[config.mk]
export PLATFORM = sky130hd
export DESIGN_NAME = thread_register_file
export DESIGN_NICKNAME = d
export VERILOG_FILES = /design/src/rtl/thread_register_file.sv
export SDC_FILE = /design/constraint.sdc
export NUM_CORES = 1
export LEC_CHECK = 0
export CORE_UTILIZATION = 26
export DETAILED_ROUTE_END_ITERATION = 8
export GPL_ROUTABILITY_DRIVEN = 1
export HOLD_SLACK_MARGIN = 0.15
export PLACE_DENSITY = 0.45
export SYNTH_ARGS = -nofsm -noshare
export SYNTH_HDL_FRONTEND = slang
export SYNTH_SLANG_ARGS = --single-unit
[constraint.sdc]
create_clock -name clk -period 2.13 [get_ports clk]
set_clock_uncertainty 0.2 [all_clocks]
set_input_delay 0.3195 -clock clk [delete_from_list [all_inputs] [get_ports clk]]
set_output_delay 0.3195 -clock clk [all_outputs]
set_load 0.05 [all_outputs]
[src/rtl/thread_register_file.sv]
//------------------------------------------------------------------------------
// Module      : thread_register_file
// Description : Per-lane register bank feeding ALU/LSU operands and taking
//               back ALU, LSU or immediate results; R13..R15 hold SIMT ids.
// Revision    : 1.0 - initial release
//------------------------------------------------------------------------------
`default_nettype none

module thread_register_file #(
  parameter int THREADS_PER_BLOCK = 4,
  parameter int DATA_BITS         = 8,
  parameter int NUM_REGS          = 16
) (
  input  logic                                          clk,
  input  logic                                          reset,
  input  logic                                          enable,
  input  logic [2:0]                                    core_state,
  input  logic [THREADS_PER_BLOCK-1:0]                  thread_mask,
  input  logic [7:0]                                    block_id,
  input  logic [3:0]                                    decoded_rd_address,
  input  logic [3:0]                                    decoded_rs_address,
  input  logic [3:0]                                    decoded_rt_address,
  input  logic                                          decoded_reg_write_enable,
  input  logic [1:0]                                    decoded_reg_input_mux,
  input  logic [DATA_BITS-1:0]                          decoded_immediate,
  input  logic [THREADS_PER_BLOCK-1:0][DATA_BITS-1:0]   alu_out,
  input  logic [THREADS_PER_BLOCK-1:0][DATA_BITS-1:0]   lsu_out,
  output logic [THREADS_PER_BLOCK-1:0][DATA_BITS-1:0]   rs,
  output logic [THREADS_PER_BLOCK-1:0][DATA_BITS-1:0]   rt
);

  localparam logic [2:0] c_STATE_REQUEST = 3'b011;
  localparam logic [2:0] c_STATE_UPDATE  = 3'b110;
  localparam logic [1:0] c_MUX_ALU       = 2'b00;
  localparam logic [1:0] c_MUX_LSU       = 2'b01;
  localparam logic [1:0] c_MUX_IMM       = 2'b10;
  localparam logic [1:0] c_MUX_NONE      = 2'b11;
  localparam logic [3:0] c_FIRST_RO_REG  = 4'd13;

  logic w_read_cycle;
  logic w_write_cycle;

  assign w_read_cycle  = enable && (core_state == c_STATE_REQUEST);
  // R13..R15 are identity registers; writes aimed at them vanish silently
  assign w_write_cycle = enable && (core_state == c_STATE_UPDATE) &&
                         decoded_reg_write_enable &&
                         (decoded_reg_input_mux != c_MUX_NONE) &&
                         (decoded_rd_address < c_FIRST_RO_REG);

  for (genvar gi = 0; gi < THREADS_PER_BLOCK; gi++) begin : g_lane
    logic [DATA_BITS-1:0] r_regs [NUM_REGS];
    logic [DATA_BITS-1:0] r_rs;
    logic [DATA_BITS-1:0] r_rt;
    logic [DATA_BITS-1:0] w_wdata;

    always_comb begin
      w_wdata = alu_out[gi];
      case (decoded_reg_input_mux)
        c_MUX_ALU: w_wdata = alu_out[gi];
        c_MUX_LSU: w_wdata = lsu_out[gi];
        c_MUX_IMM: w_wdata = decoded_immediate;
        default:   w_wdata = alu_out[gi];
      endcase
    end

    always_ff @(posedge clk) begin
      if (reset) begin
        for (int r = 0; r < NUM_REGS; r++) begin
          r_regs[r] <= '0;
        end
        r_regs[14] <= DATA_BITS'(THREADS_PER_BLOCK);
        r_regs[15] <= DATA_BITS'(gi);
        r_rs       <= '0;
        r_rt       <= '0;
      end else if (enable) begin
        // Refresh ignores the lane mask; same-cycle reads see the old value
        r_regs[13] <= DATA_BITS'(block_id);
        if (w_write_cycle && thread_mask[gi]) begin
          r_regs[decoded_rd_address] <= w_wdata;
        end
        if (w_read_cycle && thread_mask[gi]) begin
          r_rs <= r_regs[decoded_rs_address];
          r_rt <= r_regs[decoded_rt_address];
        end
      end
    end

    assign rs[gi] = r_rs;
    assign rt[gi] = r_rt;
  end

endmodule

`default_nettype wire

### After elaboration in Yosys (flattened, before gate mapping)

Memory sizes are Yosys's and may differ from the RTL's. A register that Yosys moved wholly into a read port is not among the register bits.
Cells that the tools add are included.

* register bits: 0
* bits in writable memories: 512
* bits of input ports: 105
* output and inout port bits: 64
* word-level logic and storage cells: 92
* memories kept: 4

* order comparisons: 1
* eq/ne operators: 5
* multiplexer cells: 49
* bitwise operators: 12
* reductions and logical operators: 21

Memories
* g_lane[0].r_regs: depth 16, bits a word 8, read ports 2, clocked after memory_dff 2, write ports 16, line 51 `logic [DATA_BITS-1:0] r_regs [NUM_REGS];`
* g_lane[1].r_regs: depth 16, bits a word 8, read ports 2, clocked after memory_dff 2, write ports 16, line 51
* g_lane[2].r_regs: depth 16, bits a word 8, read ports 2, clocked after memory_dff 2, write ports 16, line 51
* g_lane[3].r_regs: depth 16, bits a word 8, read ports 2, clocked after memory_dff 2, write ports 16, line 51

Operators with widths (count)
* $mux 8: 16
* $pmux 8 s2: 4
* $reduce_or 8->1: 4
* $mux 1: 25
* $mux 4: 4
* $logic_and 1x1->1: 13
* $or 1x1->1: 12
* $reduce_and 2->1: 4
* $lt 4x4->1 const B: 1
* $eq 3x2->1 const B: 1
* $eq 3x3->1 const B: 1
* $eq 2x1->1 const B: 1
* $eq 2x2->1 const B: 1
* $ne 2x2->1 const B: 1

### Depth between registers and ports, before layout

Gate-level depths: netlist of the first run.

* word-level depth: 12
* depth in mapped cells: 8
* gate-level depth less buffers: 6

### Least setup slack after synthesis of the first run

Ideal clock, no wire load.

* kind: input to register
* from: input port decoded_reg_input_mux[0]
* to: memory g_lane[0].r_regs[4][0] (enable)
* library setup time: 0.334 ns
* data arrival time: 1.808 ns
* data required time: 1.596 ns
* setup slack: -0.212 ns
* cell stages on the path: 7
* buffers on the path: 2
* cell sequence: ha_1 -> nand4bb_1 -> buf_2 -> nor4_4 -> buf_4 -> nand3_2 -> nand2b_1

RTL lines
* start: declaration: line 24 `input logic [1:0] decoded_reg_input_mux,`
* end: declaration: line 51

==> flow_summary.ini, run 1 <==
[power_and_ir_drop]
powerDensity_nw_per_um2 = 759.8
totalPowerFinal_mw = 28.95
p_leak_nw = 13.68
vdd_drop_max_mv = 0.4577

[cts]
cts_tree = yes
clk_path_buf_depth = 3
h-tree-depth = 3
clock_latency_ps = 620
numCtsBuffers = 68
cts-root-buf = clkbuf_16
cts.sinks = 576
cts.clk_slew.worst_paths_ps = 60

[synthesis]
syn_area_per_cell_um2 = 13.79
synth_top_family_by_area = multiplexers
syn_area_um2 = 28950
synth_warnings = 0
ys_seq_elements = 576
ys_seq_area_share_pct = 57.53
synth_edf_count = 512
synth_top_flop_cell = edfxtp_1
synth_xor_area_share_pct = 0
async_flop_share_pct = 0
synth_fa_ha_area_share_pct = 0.1297
synth-simple-area-share_pct = 12.66
synth_mux_area_share_pct = 22.74
synth_cells = 2099
synth_compound_area_share_pct = 4.227
ys_types = 40

[route]
via_count = 20490
drtIter0Drc = 2093
avgRoutedWirePerCell_um = 25.68
routed_wl_um = 106200
dr.pass1.iters = 6
drc = 0
ant_nets = 0
viasPerCell = 4.953

[finish]
synthToLayoutAreaGrowth_pct = 31.61
finalNetCount = 2701
fin_area_um2 = 38100
final_util_pct = 34.48
finalNonFillerCells = 4137
drive_gt1_share_pct = 33.31
fillers = 10890

[critical_path]
crit_path_start_kind = register
cp.arrival_ps = 2420
path_class = register to register
crit_path_start = g_lane[2].r_regs[13][3]
r2r_setup_slack_ps = 8
crit_fanout = 2
r2r-start = g_lane[2].r_regs[13][3]
reg2reg_depth = 5
reg2reg_to = g_lane[2].r_rt[3]
cp.required_ps = 2430
end_kind = register
worstSetupEndpoint = g_lane[2].r_rt[3]

[sta]
setup_viol = 0
finalCritPeriodShare_pct = 99.62
worst_pin_slew_ps = 612.3
rsz0062_at_grt = yes
hold_viol_final = 0
slew_viol_final = 0
whs_ps = 218.5
slew-limit-headroom_pct = 59.09
fin_crit_ps = 2122
setup_tns_ps = 0
max_freq_mhz = 471.3
post-route-worst-setup-slack_ps = 8.117

[run]
maxCapViolCount = 0

[global_route]
grt_overflow = 0
grt_usage_pct = 18.62
grt_max_degree = 61
grt_pass1_wl_um = 150200
grt_pass1_vias = 20770
antenna_found_initial = 1

[worst_hold_path]
whs_path_depth = 5
hold_path_class = input pin to register

[placed_design]
place_hpwl_um = 79640
dpl_cell_area_um2 = 35500
port_buffers = 168
dp_slack_ps = -864.8
post-place-cells = 3988
place.gp.congestion = 0.8427

[floorplanning]
fp-row-count = 122
dieArea_um2 = 112700
initial_core_util_pct = 26.20
fp.dieW_um = 335.7
die_h_um = 335.7
core_area_um2 = 110500
ioPinCount = 169

[outcome]
status = completed
[report_power, final]
group,internal (mW),switching [mW]
logic,1.89,2.16
clock network,6.79,4.89
registers,12.9,0.337
[synthesized netlist by cell type, types with 9 or more instances]
cell / count / area, µm²
nand2_1: 63 / 236.5
nor2_1: 500 / 1877
nor2b_1: 10 / 62.56
mux2i_1: 120 / 1201
mux4_2: 217 / 4887
and2_1: 39 / 244.0
buf_2: 36 / 180.2
edfxtp_1: 512 / 15370
dfxtp_1: 64 / 1281
a221o_1: 41 / 410.4
nand3_2: 10 / 100.1
and3_1: 13 / 81.33
mux2_2: 44 / 495.5
a21oi_1: 40 / 200.2
nor4_2: 9 / 112.6
buf_1: 23 / 86.33
buf_4: 16 / 120.1
nand2b_1: 56 / 350.3
a22oi_1: 68 / 510.5
nand4_1: 54 / 337.8
clkbuf_1: 100 / 375.4
nand3_1: 27 / 135.1
[how the worst min path moves through the flow]
| stage | slack [ps] | end | startpoint |
|---|---|---|---|
| after floorplan | 320 | g_lane[0].r_regs[13][0] | block_id[0] |
| after global placement | 260 | g_lane[2].r_rs[6] | g_lane[2].r_rs[6] |
| after detailed placement | 270 | g_lane[1].r_rt[7] | g_lane[1].r_rt[7] |
| after CTS | 180 | g_lane[0].r_rt[6] | decoded_rt_address[0] |
| after global routing | 210 | g_lane[2].r_regs[15][2] | reset |
| final | 220 | g_lane[0].r_rt[6] | decoded_rt_address[0] |
[kinds of logic (layout without fill, tap and decap cells)]
family,count (synthesis),in the layout
buffers and inverters,179,665
muxes,381,381
DFF,576,576
adders and majority gates,3,3
AOI/OAI and AO/OA,164,164
other,2,65
and+or+nand+nor,794,795
[per-layer routing]
metal	GRT usage, %	wire, µm
met5	0	0
met3	2.876	6300
met1	26.26	48020
met2	29.83	49660
met4	4.459	2263
[critical path, stage by stage, from the launching register on]
cell and delay (ps):
edfxtp_1 490, mux4_2 520, mux2i_1 290, buf_4 170, nor2_1 60, a221o_1 270
[state kept, by name, indices dropped and copies added (netlist names)]
| signal | cells |
|---|---|
| g_lane.r_rs | 32 |
| g_lane.r_regs | 512 |
| g_lane.r_rt | 32 |
[timing repair]
action	in CTS	in global routing
hold endpoints to repair	4	0
endpoints found under the setup margin	231	311
resized for setup	23	19
hold buffers	2	0
pin swaps	2	1
setup buffers	4	15
cloned	1	1
[final cells by class]
class                           instances  area, µm²  share of cell area [%]
Sequential cell                       576      16660                   43.71
Clock buffer                           94       1861                   4.883
Timing Repair Buffer                  536       5199                   13.64
Tap cell                             1488       1862                   4.886
Clock inverter                         31      336.6                  0.8833
Multi-Input combinational cell       1407      12170                   31.94
Antenna cell                            1      2.502                0.006567
Inverter                                4      15.01                 0.03940
[placed cells by master, fill, tap and decap left out, types with 8 or more instances in the layout]
| master | synthesis | routed |
|---|---|---|
| nand2b_2 | 0 | 26 |
| a21oi_1 | 40 | 37 |
| nand4_1 | 54 | 54 |
| nand3_1 | 27 | 26 |
| a22oi_1 | 68 | 68 |
| clkbuf_16 | 0 | 69 |
| nand2_1 | 63 | 60 |
| buf_12 | 0 | 68 |
| nor2_1 | 500 | 499 |
| clkbuf_1 | 100 | 21 |
| mux2i_1 | 120 | 120 |
| mux4_2 | 217 | 217 |
| and2_1 | 39 | 39 |
| conb_1 | 2 | 64 |
| nand2b_4 | 0 | 26 |
| clkinv_2 | 0 | 8 |
| a221o_1 | 41 | 41 |
| buf_4 | 16 | 358 |
| dfxtp_1 | 64 | 64 |
| nor2b_1 | 10 | 10 |
| and3_1 | 13 | 13 |
| edfxtp_1 | 512 | 512 |
| clkdlybuf4s50_1 | 0 | 90 |
| clkinv_1 | 0 | 11 |
| mux2_2 | 44 | 44 |
| nand3_4 | 0 | 8 |
No activity file was read; power rests on OpenSTA's default activity.
==> run 2, diff against run 1 <==
--- a/config.mk
+++ b/config.mk
@@ -10,6 +10,7 @@
 export GPL_ROUTABILITY_DRIVEN = 1
 export HOLD_SLACK_MARGIN = 0.15
 export PLACE_DENSITY = 0.45
+export SLEW_MARGIN = 20
 export SYNTH_ARGS = -nofsm -noshare
 export SYNTH_HDL_FRONTEND = slang
 export SYNTH_SLANG_ARGS = --single-unit
==> results of run 2 <==
The final DEF is identical to that of run 1; final timing and power are the same.
